[config.mk]
export PLATFORM = sky130hd
export DESIGN_NAME = axil_reg_slave
export DESIGN_NICKNAME = d
export VERILOG_FILES = /design/src/rtl/axil_pkg.sv /design/src/rtl/axil_hold_reg.sv /design/src/rtl/axil_reg_slave.sv
export SDC_FILE = /design/constraint.sdc
export NUM_CORES = 1
export LEC_CHECK = 0
export BUFFER_PORTS_ARGS = -buffer_cell sky130_fd_sc_hd__buf_2
export CAP_MARGIN = 15
export CORE_MARGIN = 3
export CORE_UTILIZATION = 55
export DETAILED_ROUTE_END_ITERATION = 6
export GPL_TIMING_DRIVEN = 0
export PLACE_DENSITY = 0.84
export SYNTH_ARGS = -nofsm -noshare
export SYNTH_HDL_FRONTEND = slang
export SYNTH_SLANG_ARGS = --single-unit
[constraint.sdc]
create_clock -name clk -period 23.3 [get_ports clk]
set_clock_uncertainty 0.1 [all_clocks]
set_input_delay 4.66 -clock clk [delete_from_list [all_inputs] [get_ports clk]]
set_output_delay 4.66 -clock clk [all_outputs]
set_load 0.01 [all_outputs]
[src/rtl/axil_pkg.sv]
// Shared AXI4-Lite definitions: response codes and address-width derivation
// used by the register slave and the upstream write/read handlers.
package axil_pkg;

  localparam logic [1:0] RESP_OKAY   = 2'b00;
  localparam logic [1:0] RESP_SLVERR = 2'b10;

  // Default bus geometry
  localparam int AXIL_DATA_WIDTH  = 32;
  localparam int AXIL_ADDR_WIDTH  = 5;
  localparam int AXIL_STRB_WIDTH  = AXIL_DATA_WIDTH / 8;
  localparam int AXIL_OFFSET_BITS = $clog2(AXIL_STRB_WIDTH);
  localparam int AXIL_INDEX_WIDTH = AXIL_ADDR_WIDTH - AXIL_OFFSET_BITS;

  // Number of byte-offset bits below the word index
  function automatic int offset_bits(input int strb_width);
    return $clog2(strb_width);
  endfunction

  // Width of the word index carved out of a byte address
  function automatic int index_width(input int addr_width, input int strb_width);
    return addr_width - offset_bits(strb_width);
  endfunction

endpackage

[src/rtl/axil_hold_reg.sv]
// One-entry valid/ready holding register. Accepts a beat whenever empty,
// keeps it until the consumer pulses clear.
module axil_hold_reg #(
  parameter int WIDTH = 8
) (
  input  logic             clk,
  input  logic             rst,
  input  logic [WIDTH-1:0] in_data,
  input  logic             in_valid,
  output logic             in_ready,
  output logic [WIDTH-1:0] held_data,
  output logic             held,
  input  logic             clear
);

  assign in_ready = !held;

  // Capture a beat when empty; drop it when the consumer clears the entry
  always_ff @(posedge clk or posedge rst) begin
    if (rst) begin
      held      <= 1'b0;
      held_data <= '0;
    end else if (in_valid && !held) begin
      held      <= 1'b1;
      held_data <= in_data;
    end else if (clear) begin
      held      <= 1'b0;
    end
  end

endmodule

[src/rtl/axil_reg_slave.sv]
// AXI4-Lite register-file slave: independent AW/W capture, write fire into a
// small word array with byte strobes, single-cycle read path, SLVERR for
// indices beyond the implemented registers.
module axil_reg_slave
  import axil_pkg::*;
#(
  parameter int DATA_WIDTH = 32,
  parameter int ADDR_WIDTH = 5,
  parameter int STRB_WIDTH = DATA_WIDTH / 8,
  parameter int NUM_REGS   = 6
) (
  input  logic                  clk,
  input  logic                  rst,
  input  logic [ADDR_WIDTH-1:0] s_axil_awaddr,
  input  logic [2:0]            s_axil_awprot,
  input  logic                  s_axil_awvalid,
  output logic                  s_axil_awready,
  input  logic [DATA_WIDTH-1:0] s_axil_wdata,
  input  logic [STRB_WIDTH-1:0] s_axil_wstrb,
  input  logic                  s_axil_wvalid,
  output logic                  s_axil_wready,
  output logic [1:0]            s_axil_bresp,
  output logic                  s_axil_bvalid,
  input  logic                  s_axil_bready,
  input  logic [ADDR_WIDTH-1:0] s_axil_araddr,
  input  logic [2:0]            s_axil_arprot,
  input  logic                  s_axil_arvalid,
  output logic                  s_axil_arready,
  output logic [DATA_WIDTH-1:0] s_axil_rdata,
  output logic [1:0]            s_axil_rresp,
  output logic                  s_axil_rvalid,
  input  logic                  s_axil_rready
);

  localparam int OFF_BITS = offset_bits(STRB_WIDTH);
  localparam int IDX_W    = index_width(ADDR_WIDTH, STRB_WIDTH);
  localparam int W_BUNDLE = DATA_WIDTH + STRB_WIDTH;
  localparam logic [IDX_W:0] NUM_REGS_L = (IDX_W + 1)'(NUM_REGS);

  logic [DATA_WIDTH-1:0] regs [NUM_REGS];

  logic [IDX_W-1:0]      aw_idx;
  logic                  aw_held;
  logic [W_BUNDLE-1:0]   w_bundle;
  logic                  w_held;
  logic [DATA_WIDTH-1:0] w_data;
  logic [STRB_WIDTH-1:0] w_strb;
  logic                  write_fire;
  logic                  aw_in_range;

  logic [IDX_W-1:0]      ar_idx;
  logic                  ar_in_range;
  logic                  ar_fire;
  logic [DATA_WIDTH-1:0] rd_word;

  // Protection bits and byte-offset address bits carry no meaning here
  logic unused_bits;
  assign unused_bits = ^{s_axil_awprot, s_axil_arprot,
                         s_axil_awaddr[OFF_BITS-1:0], s_axil_araddr[OFF_BITS-1:0]};

  axil_hold_reg #(.WIDTH(IDX_W)) u_aw_hold (
    .clk       (clk),
    .rst       (rst),
    .in_data   (s_axil_awaddr[ADDR_WIDTH-1:OFF_BITS]),
    .in_valid  (s_axil_awvalid),
    .in_ready  (s_axil_awready),
    .held_data (aw_idx),
    .held      (aw_held),
    .clear     (write_fire)
  );

  axil_hold_reg #(.WIDTH(W_BUNDLE)) u_w_hold (
    .clk       (clk),
    .rst       (rst),
    .in_data   ({s_axil_wdata, s_axil_wstrb}),
    .in_valid  (s_axil_wvalid),
    .in_ready  (s_axil_wready),
    .held_data (w_bundle),
    .held      (w_held),
    .clear     (write_fire)
  );

  assign w_data      = w_bundle[W_BUNDLE-1:STRB_WIDTH];
  assign w_strb      = w_bundle[STRB_WIDTH-1:0];
  assign write_fire  = aw_held && w_held && (!s_axil_bvalid || s_axil_bready);
  assign aw_in_range = {1'b0, aw_idx} < NUM_REGS_L;

  assign ar_idx         = s_axil_araddr[ADDR_WIDTH-1:OFF_BITS];
  assign ar_in_range    = {1'b0, ar_idx} < NUM_REGS_L;
  assign s_axil_arready = !s_axil_rvalid || s_axil_rready;
  assign ar_fire        = s_axil_arvalid && s_axil_arready;

  // Merge strobed bytes into the addressed word; out-of-range writes are dropped
  always_ff @(posedge clk or posedge rst) begin
    if (rst) begin
      for (int i = 0; i < NUM_REGS; i++) begin
        regs[i] <= '0;
      end
    end else if (write_fire && aw_in_range) begin
      for (int i = 0; i < NUM_REGS; i++) begin
        if (aw_idx == IDX_W'(i)) begin
          for (int b = 0; b < STRB_WIDTH; b++) begin
            if (w_strb[b]) begin
              regs[i][8*b +: 8] <= w_data[8*b +: 8];
            end
          end
        end
      end
    end
  end

  // Write response: a new fire overrides the drain of the previous one
  always_ff @(posedge clk or posedge rst) begin
    if (rst) begin
      s_axil_bvalid <= 1'b0;
      s_axil_bresp  <= RESP_OKAY;
    end else if (write_fire) begin
      s_axil_bvalid <= 1'b1;
      s_axil_bresp  <= aw_in_range ? RESP_OKAY : RESP_SLVERR;
    end else if (s_axil_bready) begin
      s_axil_bvalid <= 1'b0;
    end
  end

  // Read-side word lookup; unimplemented indices read as zero
  always_comb begin
    rd_word = '0;
    if (ar_in_range) begin
      rd_word = regs[ar_idx];
    end
  end

  // Read response register: loads on AR handshake, holds while stalled
  always_ff @(posedge clk or posedge rst) begin
    if (rst) begin
      s_axil_rvalid <= 1'b0;
      s_axil_rdata  <= '0;
      s_axil_rresp  <= RESP_OKAY;
    end else if (ar_fire) begin
      s_axil_rvalid <= 1'b1;
      s_axil_rdata  <= rd_word;
      s_axil_rresp  <= ar_in_range ? RESP_OKAY : RESP_SLVERR;
    end else if (s_axil_rready) begin
      s_axil_rvalid <= 1'b0;
    end
  end

endmodule

# Word level (Yosys, flattened, before mapping)
# Index checks and enable logic that the tools add are counted.
[op_classes]
n_lt_le_gt_ge = 3
n_bitwise = 1
n_mux = 13
n_reduce_logical = 41
eq_ne = 5
[ops]
columns = ["operator", "n"]
rows = [
  ["binary-select mux 32 bit (select 3 bit)", 1],
  ["two-way mux 32 bit", 3],
  ["AND reduction 3 bit", 24],
  ["nonzero test 2 bit", 4],
  ["two-way mux 1 bit", 7],
  ["== test 3 x 2 -> 1 bit (second input constant)", 2],
  ["== test 3 bit (second input constant)", 2],
  ["logical AND 1 bit", 6],
  ["less-than comparator 3 bit (second input constant)", 2],
  ["greater-or-equal comparator 4 bit (second input constant)", 1],
  ["zero test 1 bit", 4],
  ["two-way mux 2 bit", 2],
  ["NOT 3 -> 4 bit", 1],
  ["== test 3 x 1 -> 1 bit (second input constant)", 1],
  ["zero test 3 bit", 1],
  ["logical OR 1 bit", 2],
]
[word_totals]
word_cells = 96
inputBits = 59
output_inout_bits = 41
register_bits = 271

# Depth between registers and ports, before layout
# Gate-level depths: netlist (run 1).
[depth]
ltp_word = 5
depth_mapped = 6
ltp_nobuf = 3

# Hierarchy
# Synthesis (run 1) repeated with hierarchy kept, for this count alone.
[hier_totals]
hier_cells = 807
area_unflattened_um2 = 11950.2
[by_module_without_submodules]
columns = ["mod", "n_inst", "seq_area_each_um2", "cells_each", "area_each_um2"]
rows = [
  ["axil_reg_slave", 1, 5705.5, 715, 10262.3],
  ["axil_hold_reg at u_w_hold", 1, 925.9, 81, 1514.0],
  ["axil_hold_reg at u_aw_hold", 1, 100.1, 11, 173.9],
]

# Least setup slack after synthesis (run 1)
# OpenSTA, ideal clock, no wires.
[synth_timing]
path_kind = "input to output"
start = "in s_axil_rready"
end = "out s_axil_arready"
path_buffers = 0
arrival_time_ns = 4.863
path_stages = 1
path_slack_ns = 13.677
required_ns = 18.540
cell_sequence = "nand2b_1"
[synth_between]
elab_chain_len = 1
[synth_rtl]
columns = ["item", "line_no", "rtl"]
rows = [
  ["start: declaration", "axil_reg_slave.sv:32", "input logic s_axil_rready"],
  ["logical OR 1 bit", "axil_reg_slave.sv:90", "assign s_axil_arready = !s_axil_rvalid || s_axil_rready;"],
  ["end: declaration", "axil_reg_slave.sv:28", "output logic s_axil_arready,"],
]
# No other way between the ends.

# Worst setup path in the final report (run 1)
# Same ends and word-level chain as after synthesis.

==> run metrics, run 1 <==
status=finished clean; maximum clock frequency=0.101 GHz; final instance area=13900 sq um; Synth Area per Inst=14.9 sq um; Final setup viols=0; area leader, netlist=dfrtp_1; initial antenna violation count=0; post-synth top area share=55.6%; sequential cell area fraction in the yosys report=55.6%; die span in x=154 um; RSZ-0062 raised after global routing=false; All-Layer GR Usage=22.1%; TritonCTS clock tree=built; fin nets=987; post-DP HPWL=17300 um; vias in the first global route=7774; first drt pass iteration count=4; number of port buffers=85; routed via count=7168; final hold violation count=0; commonest register cell after synthesis=dfrtp_1; clock slew at reported path FFs=0.06 ns; fin util=64.9%; gpl congestion=0.772; HP Class=flip-flop to flip-flop; Antenna diodes=0; warning count from the yosys run=0; Max Slew Vio Count=0; total chip power=1.75 mW; Vias/cell=5.87; Hold Slack=0.387 ns; Final WS setup=13.43 ns; initial core utilization=56.7%; critical path endpoint category=output pin; clk_lat worst skew=0.54 ns; Synth area leaders=dfrtp_1, mux2_2, mux2i_1; FP Rows=53; Core Box Area=21400 sq um; fin cells=1222; Worst Path Max Fanout=5; share of cells above drive strength 1=43.7%; min Tclk post-route=9.87 ns; Worst-Margin Slew=0.820 ns; Num CTS Buffers=27; clock root cell=clkbuf_16; routed wire length on met3=1430 um; Area after DPL=12900 sq um; final cycle utilization of the critical path=42.3%; PwrDens=126 nW/um^2; DR iter-0 viols=523; Die Ht=154 um; worst slack, placed=13.44 ns; CP startpoint kind=input port; top post-synthesis cells by count=dfrtp_1, mux2_2, mux2i_1; FFs w/ async S/R, synth=100%; GR Overflow Total=0; placed cells=1174; Data required, critical path=18.54 ns; post-CTS setup buffer count=0; critical path type=input port to output pin; post_cts resized=0; global-route wire length before repair=42200 um; Layout Area Growth over Synthesis=14.6%; H-tree levels=1; clock sink total=269; DRC viols=0; VDD IR-drop max=0.0872 mV; routed len/inst=21.3 um; top layer in use=met4; CP Data Arrival Time=5.11 ns; post-synthesis register bit count=269; setup TNS=0 ns; post-synthesis cell count=811; boundary pin count=100; Routed WL=26000 um; Cell Area, Synth=12100 sq um; met1 WL=11000 um; clock buffer depth=3; CTS hold repair buffers=0; Lkg Pwr=6.55 nW; EDFF count, synth=0; Synth cell types=27; largest net degree at the start of global routing=115; most common cell in the synthesized netlist=dfrtp_1; Max Cap Viol=0; Slew Limit Headroom=45.4%; Final ANT Viol Nets=0; Die Area=23800 sq um; routed wl met2=12800 um
power breakdown:
| part | switching (mW) | total (mW) | internal, mW | leakage [nW] |
|---|---|---|---|---|
| sequential | 0.151 | 0.818 | 0.667 | 3.41 |
| clock | 0.177 | 0.446 | 0.269 | 0.461 |
| combinational | 0.215 | 0.489 | 0.274 | 2.67 |
worst max-delay path, stage by stage:
cell,delay [ns]
buf_2,0.09
nand2b_1,0.19
buf_2,0.17
cell families (layout without fill, tap and decap cells):
group	Yosys count	count (layout)	synth area share, %
AO/OA/AOI/OAI	69	69	4.86
buffers and inverters	54	189	2.39
flip-flops	269	269	55.6
multiplexers	327	327	30.4
other	1	2	0.0310
AND/OR/NAND/NOR	91	91	6.71
layout by cell type (no fill, tap or decap), types with 2 or more instances in the layout:
cell type / netlist / final
dfrtp_1: 269 / 269
mux2_2: 199 / 199
buf_2: 15 / 100
mux2i_1: 96 / 96
nand2_1: 41 / 41
a22oi_1: 32 / 32
a32o_1: 32 / 32
mux2_4: 32 / 32
clkbuf_1: 24 / 28
clkbuf_16: 0 / 27
nor4_4: 12 / 12
clkbuf_8: 0 / 11
nor4b_4: 8 / 8
nand2b_1: 7 / 7
buf_6: 7 / 7
nor2_1: 5 / 5
nor2b_1: 4 / 4
buf_4: 4 / 4
nand4b_1: 4 / 4
nand4_1: 4 / 4
or4_4: 4 / 4
a21oi_1: 3 / 3
clkinv_2: 0 / 3
inv_1: 3 / 2
conb_1: 1 / 2
bufinv_16: 0 / 2
buf_16: 0 / 2
sequential cells by signal (all words and copies together), names as in the netlist:
| name | flops |
|---|---|
| s_axil_bvalid | 1 |
| s_axil_rvalid | 1 |
| s_axil_bresp | 1 |
| s_axil_rdata | 32 |
| u_aw_hold.held | 1 |
| s_axil_rresp | 1 |
| u_aw_hold.held_data | 3 |
| u_w_hold.held | 1 |
| regs | 192 |
| u_w_hold.held_data | 36 |
final cells by class:
cell class	count	area, sq um
flip-flops and latches	269	6730
clock buffers	42	842
multi-input cells	489	5090
fillers	1567	7480
clock inverters	6	83.8
repair buffers	87	480
well taps	275	344
plain buffers	51	278
inverters	3	18.8
path summary, 6_finish.rpt:
kind	cells past startpoint	slack, ns	end	startpoint
min	1	0.39	s_axil_rdata[16]$_DFFE_PP0P_	s_axil_rdata[16]$_DFFE_PP0P_
min in group asynchronous	2	4.04	regs[3]$_DFFE_PP0P_	rst
max	3	13.43	s_axil_arready	s_axil_rready
min reg2reg	1	0.39	s_axil_rdata[16]$_DFFE_PP0P_	s_axil_rdata[16]$_DFFE_PP0P_
max reg2reg	4	20.90	u_w_hold.held_data[21]$_DFFE_PP0P_	u_w_hold.held$_DFFE_PP0P_
max in group asynchronous	3	18.15	regs[83]$_DFFE_PP0P_	rst
layer usage:
layer / up-vias / global-route usage, %
met5: - / 0
met4: 0 / 6.64
met3: 50 / 3.39
met2: 168 / 37.1
met1: 3713 / 29.9
li1: 3237 / -
Note: power is estimated with default switching activity, not from simulation.
==> run 2, diff against run 1 <==
- ABC_AREA: not set -> 1
- CORE_UTILIZATION: 55 -> 54
- PLACE_DENSITY: 0.84 -> 0.86
- clock period: 23.3 -> 8.4 ns (I/O delays scaled with it)
==> run 2 against run 1 <==
Effect of this change:
- worst setup slack worse by 9.0 ns
- clock power grew to 2.7 times the previous value
- cell count up 65%
- synthesized cell count up 96%
- area after synthesis up 3.0%
- critical endpoint unchanged
- largest cell class unchanged
- largest power group unchanged
==> run metrics, run 2 <==
FP Rows=54 (was 53); gpl congestion=0.939 (was 0.772); Adder-Cell Fraction of Synth Area=0% (unchanged); DR iter-0 viols=1430 (was 523); initial antenna violation count=0 (unchanged); FFs w/ async S/R, synth=100% (unchanged); post_cts resized=0 (unchanged); Top cell by count, worst path=buf_2 (unchanged); fin util=64.4% (was 64.9%); status=finished clean (unchanged); H-tree levels=1 (unchanged); EDFF count, synth=0 (unchanged); global-route wire length before repair=57500 um (was 42200 um); register-to-register setup slack=6.41 ns (was 20.90 ns); CP Data Arrival Time=2.20 ns (was 5.11 ns); Layout Area Growth over Synthesis=14.8% (was 14.6%); critical path type=input port to output pin (unchanged); TritonCTS clock tree=built (unchanged); Max Slew Vio Count=0 (unchanged); post-synth top area share=54.0% (was 55.6%); Final setup viols=0 (unchanged); RSZ-0062 raised after global routing=false (unchanged); top post-synthesis cells by count=nand2_1, dfrtp_1, nand3_1 (was dfrtp_1, mux2_2, mux2i_1); Core Box Area=22200 sq um (was 21400 sq um); Data required, critical path=6.62 ns (was 18.54 ns); largest family of logic cells by synthesized area=simple AND/OR/NAND/NOR gates (was multiplexers); Vias/cell=5.81 (was 5.87); initial core utilization=56.1% (was 56.7%); die span in x=158 um (was 154 um); slowest CP cell=buf_2 (was nand2b_1); Cell Area, Synth=12500 sq um (was 12100 sq um); CP peak stage delay=0.21 ns (was 0.19 ns); critical path endpoint category=output pin (unchanged); worst slack, placed=4.41 ns (was 13.44 ns); biggest regs=regs: 192 flops, u_w_hold.held_data: 36 flops, s_axil_rdata: 32 flops (unchanged); register area=6730 sq um (unchanged); All-Layer GR Usage=29.2% (was 22.1%); setup TNS=0 ns (unchanged); maximum clock frequency=0.251 GHz; clock buffer depth=3 (unchanged); Routed WL=35900 um (was 26000 um); Compound-Gate Fraction of Synth Area=0.261% (was 4.86%); crit-path cells=buf_2 > inv_1 > nand2_1 > buf_2 (was buf_2 > nand2b_1 > buf_2); Die Area=24900 sq um (was 23800 sq um); post-CTS setup buffer count=0 (unchanged); min Tclk post-route=3.98 ns; clk_lat worst skew=0.55 ns (was 0.54 ns); most frequent cells in the layout=nand2_1, dfrtp_1, nand3_1 (was dfrtp_1, mux2_2, buf_2); Max Cap Viol=0 (unchanged); Lkg Pwr=7.71 nW (was 6.55 nW); Num CTS Buffers=28 (was 27); Final WS setup=4.42 ns (was 13.43 ns); Antenna diodes=0 (unchanged); PwrDens=334 nW/um^2 (was 126 nW/um^2); routed len/inst=17.8 um (was 21.3 um); Area after DPL=13400 sq um (was 12900 sq um); VDD IR-drop max=0.235 mV (was 0.0872 mV); multi-input logic area=5160 sq um (was 5090 sq um); Synth Area in XOR/XNOR=0% (unchanged); fin nets=1771 (was 987); Synth cell types=21 (was 27); Synth Area per Inst=7.85 sq um (was 14.9 sq um); Final ANT Viol Nets=0 (unchanged); most common cell in the synthesized netlist=nand2_1 (was dfrtp_1); largest net degree at the start of global routing=45 (was 115); boundary pin count=100 (unchanged); CP startpoint kind=input port (unchanged); commonest register cell after synthesis=dfrtp_1 (unchanged); CTS hold repair buffers=0 (unchanged); first drt pass iteration count=5 (was 4); number of port buffers=85 (unchanged); DRC viols=0 (unchanged); share of cells above drive strength 1=13.8% (was 43.7%); vias in the first global route=11100 (was 7774); max reg flops=192 (unchanged); filler cell count=1817 (was 1567); post-synthesis register bit count=269 (unchanged); HP Class=flip-flop to flip-flop (unchanged); commonest non-fill, non-tap cell in the layout=nand2_1 (was dfrtp_1); final instance area=14300 sq um (was 13900 sq um); Synth area leaders=dfrtp_1, nand2_1, nand3_1 (was dfrtp_1, mux2_2, mux2i_1); Worst R2R Path Depth=5 (was 4); hold depth=2 (was 1); Worst Path Max Fanout=4 (was 5); post-synthesis simple-gate area fraction=37.8% (was 6.71%); sequential cell area fraction in the yosys report=54.0% (was 55.6%); area leader, netlist=dfrtp_1 (unchanged); Largest Register=regs (unchanged); Die Ht=158 um (was 154 um); Worst-Margin Slew=0.650 ns (was 0.820 ns); post-synthesis mux area share=3.34% (was 30.4%); final hold violation count=0 (unchanged); warning count from the yosys run=0 (unchanged); clock slew at reported path FFs=0.06 ns (about the same); post-synthesis cell count=1589 (was 811); clock sink total=269 (unchanged); final cycle utilization of the critical path=47.4%; clock root cell=clkbuf_16 (unchanged); routed via count=11700 (was 7168); post-DP HPWL=24600 um (was 17300 um); GR Overflow Total=0 (unchanged); Slew Limit Headroom=56.7% (was 45.4%)
==> run 2: final cells by class <==
class / count / share of cell area (%)
Clock inverter: 11 / 0.498
Timing Repair Buffer: 92 / 3.95
Sequential cell: 269 / 47.0
Clock buffer: 40 / 5.91
Buffer: 91 / 2.88
Tap cell: 280 / 2.45
Multi-Input combinational cell: 1186 / 36.1
Inverter: 44 / 1.18
==> run 2: where the power goes <==
group | leakage [nW] | switching [mW] | internal [mW]
Sequential | 3.50 | 0.430 | 1.79
Combinational | 3.76 | 0.880 | 0.460
Clock | 0.458 | 0.521 | 0.699
Total | 7.71 | 1.83 | 2.95
==> run 2: kinds of logic after synthesis <==
| family | count (synthesis) |
|---|---|
| compound gates | 6 |
| mux | 37 |
| other cells | 1 |
| simple gates | 1141 |
| buf+inv | 135 |
| flops | 269 |
==> run 2: metal layers <==
metal  track usage, %  up-vias  part of all wire [%]
met1             39.8     5563                    39
met2             46.5      712                    45
met4             10.9        0                   4.6
met3             6.18      149                    11
li1                 -     5274                     -
met5                0        -                     0
==> run 2: path summary, 6_finish.rpt <==
path | from | to
max in group asynchronous | rst | regs[38]$_DFFE_PP0P_
max | s_axil_rready | s_axil_arready
max reg2reg | s_axil_rvalid$_DFFE_PP0P_ | s_axil_rdata[25]$_DFFE_PP0P_
min | s_axil_rdata[20]$_DFFE_PP0P_ | s_axil_rdata[20]$_DFFE_PP0P_
min reg2reg | s_axil_rdata[20]$_DFFE_PP0P_ | s_axil_rdata[20]$_DFFE_PP0P_
min in group asynchronous | rst | regs[23]$_DFFE_PP0P_
==> run 2: worst max-delay path, delay by kind of cell <==
| kind | cells | cell delay (ns) |
|---|---|---|
| buffers and inverters | 3 | 0.35 |
| AND/OR/NAND/NOR | 1 | 0.17 |
==> run 2: per-stage QoR <==
| step | power (mW) | hold slack [ns] | instances |
|---|---|---|---|
| after global placement | 3.44 | 0.353 | 1955 |
| after floorplan | 3.03 | 0.342 | 1590 |
| after global routing | 5.05 | 0.384 | 2013 |
| after detailed placement | 3.53 | 0.358 | 1962 |
| after CTS | 4.75 | 0.373 | 2013 |
| final | 4.78 | 0.372 | 2013 |
==> run 3, diff against run 2 <==
- ABC_AREA: 1 -> 0
- clock period: 8.4 -> 3.6 ns (I/O delays scaled with it)
==> run 3 against run 2 <==
Effect of this change:
- flip-flop and latch count stayed put
- highest routed layer unchanged
- clock-buffer cell count stayed put
- sequential share of layout area is 1.6 points higher
- design area is 3.3% lower
- cell count is 39% lower
- first-iteration DRC count is 72% lower
- critical endpoint is now u_w_hold.held_data[21]$_DFFE_PP0P_
- hold slack worse by 0.13 ns
- global-route usage is 7.5 points lower
- worst setup slack worse by 3.2 ns
==> run metrics, run 3 (synthesis results as in run 1) <==
Core Box Area=22000 sq um (was 22200 sq um); share of cells above drive strength 1=43.5% (was 13.8%); Area after DPL=13000 sq um (was 13400 sq um); CP peak stage delay=0.65 ns (was 0.21 ns); vias in the first global route=7657 (was 11100); biggest regs=regs: 192 flops, u_w_hold.held_data: 36 flops, s_axil_rdata: 32 flops (unchanged); Final setup viols=0 (unchanged); critical path endpoint category=flip-flop (was output pin); routed len/inst=21.3 um (was 17.8 um); final hold violation count=0 (unchanged); placed cells=1184 (was 1962); Num CTS Buffers=27 (was 28); die span in x=156 um (was 158 um); Top cell by count, worst path=clkbuf_1 (was buf_2); maximum clock frequency=0.417 GHz; routed via count=7246 (was 11700); CP startpoint kind=flip-flop (was input port); post_cts resized=0 (unchanged); CTS hold repair buffers=0 (unchanged); RSZ-0062 raised after global routing=false (unchanged); first drt pass iteration count=5 (unchanged); gpl congestion=0.767 (was 0.939); post-DP HPWL=17400 um (was 24600 um); global-route wire length before repair=41900 um (was 57500 um); DRC viols=0 (unchanged); clock root cell=clkbuf_16 (unchanged); Worst-Margin Slew=0.842 ns (was 0.650 ns); Worst Path Max Fanout=10 (was 4); clock sink total=269 (unchanged); Final ANT Viol Nets=0 (unchanged); cell family with the largest share of critical-path delay=buffers and inverters (unchanged); commonest non-fill, non-tap cell in the layout=dfrtp_1 (was nand2_1); number of port buffers=85 (unchanged); slowest CP cell=clkbuf_1 (was buf_2); Data required, critical path=3.91 ns (was 6.62 ns); min Tclk post-route=2.40 ns; PwrDens=801 nW/um^2 (was 334 nW/um^2); Hold Slack=0.246 ns (was 0.372 ns); max reg flops=192 (unchanged); most frequent cells in the layout=dfrtp_1, mux2_2, buf_2 (was nand2_1, dfrtp_1, nand3_1); crit-path cells=nor2b_1 > clkbuf_1 > clkbuf_1 > mux2_2 (was buf_2 > inv_1 > nand2_1 > buf_2); clock slew at reported path FFs=0.06 ns (about the same); worst slack, placed=0.705 ns (was 4.41 ns); Lkg Pwr=6.52 nW (was 7.71 nW); CP Data Arrival Time=2.71 ns (was 2.20 ns); fin nets=992 (was 1771); initial core utilization=55.1% (was 56.1%); FP Rows=54 (unchanged); fin util=63.0% (was 64.4%); Buf/Inv on CP=2 (was 3); Antenna diodes=0 (unchanged); HP Class=input port to async pin (was flip-flop to flip-flop); final instance area=13800 sq um (was 14300 sq um); boundary pin count=100 (unchanged); Slew Limit Headroom=43.7% (was 56.7%); Routed WL=26100 um (was 35900 um); setup TNS=0 ns (unchanged); Vias/cell=5.90 (was 5.81); Max Slew Vio Count=0 (unchanged); total chip power=11.1 mW (was 4.78 mW); VDD IR-drop max=0.415 mV (was 0.235 mV); Final WS setup=1.20 ns (was 4.42 ns); Max Cap Viol=0 (unchanged); TritonCTS clock tree=built (unchanged); filler cell count=1590 (was 1817); DR iter-0 viols=406 (was 1430); register-to-register setup slack=1.20 ns (was 6.41 ns); fin cells=1228 (was 2013); largest net degree at the start of global routing=43 (was 45); Die Ht=156 um (was 158 um); H-tree levels=1 (unchanged); post-CTS setup buffer count=0 (unchanged); initial antenna violation count=0 (unchanged); final cycle utilization of the critical path=66.7%; status=finished clean (unchanged); GR Overflow Total=0 (unchanged); critical path type=flip-flop to flip-flop (was input port to output pin); clk_lat worst skew=0.54 ns (was 0.55 ns); Layout Area Growth over Synthesis=14.3% (was 14.8%); clock buffer depth=3 (unchanged); All-Layer GR Usage=21.7% (was 29.2%); Die Area=24300 sq um (was 24900 sq um); Largest Register=regs (unchanged)
==> run 3: worst reg2reg max path: cells and delay by family, from the launching register on <==
| kind | cells | cell delay [ns] |
|---|---|---|
| buf+inv | 2 | 1.27 |
| mux | 1 | 0.41 |
| simple gates | 1 | 0.11 |
| flops | 1 | 0.39 |
==> run 3: layer usage <==
layer	global-route usage, %	share of wire, %
met4	5.97	2.6
met1	29.5	43
met5	0	0
met3	3.30	4.9
met2	36.6	49
==> run 3: worst paths after layout <==
path / from / to / cells after the start
max: u_w_hold.held$_DFFE_PP0P_ / u_w_hold.held_data[21]$_DFFE_PP0P_ / 4
min: rst / u_w_hold.held_data[7]$_DFFE_PP0P_ / 2
max reg2reg: u_w_hold.held$_DFFE_PP0P_ / u_w_hold.held_data[21]$_DFFE_PP0P_ / 4
min reg2reg: s_axil_rdata[11]$_DFFE_PP0P_ / s_axil_rdata[11]$_DFFE_PP0P_ / 1
max in group asynchronous: rst / regs[21]$_DFFE_PP0P_ / 5
min in group clk: s_axil_wdata[4] / u_w_hold.held_data[8]$_DFFE_PP0P_ / 2
==> run 3: area by class of cell <==
class                           instances  area, sq um  share of cell area, %
Buffer                                 51          278                   2.01
Clock buffer                           40          785                   5.67
Clock inverter                          4         26.3                  0.190
Inverter                                3         15.0                  0.108
Multi-Input combinational cell        489         5090                   36.8
Sequential cell                       269         6730                   48.6
Tap cell                              280          350                   2.53
Timing Repair Buffer                   92          566                   4.09
==> run 3: power by group <==
part	switching, mW	internal (mW)
Sequential	0.983	4.32
Combinational	1.40	1.78
Clock	1.11	1.49
Total	3.49	7.59
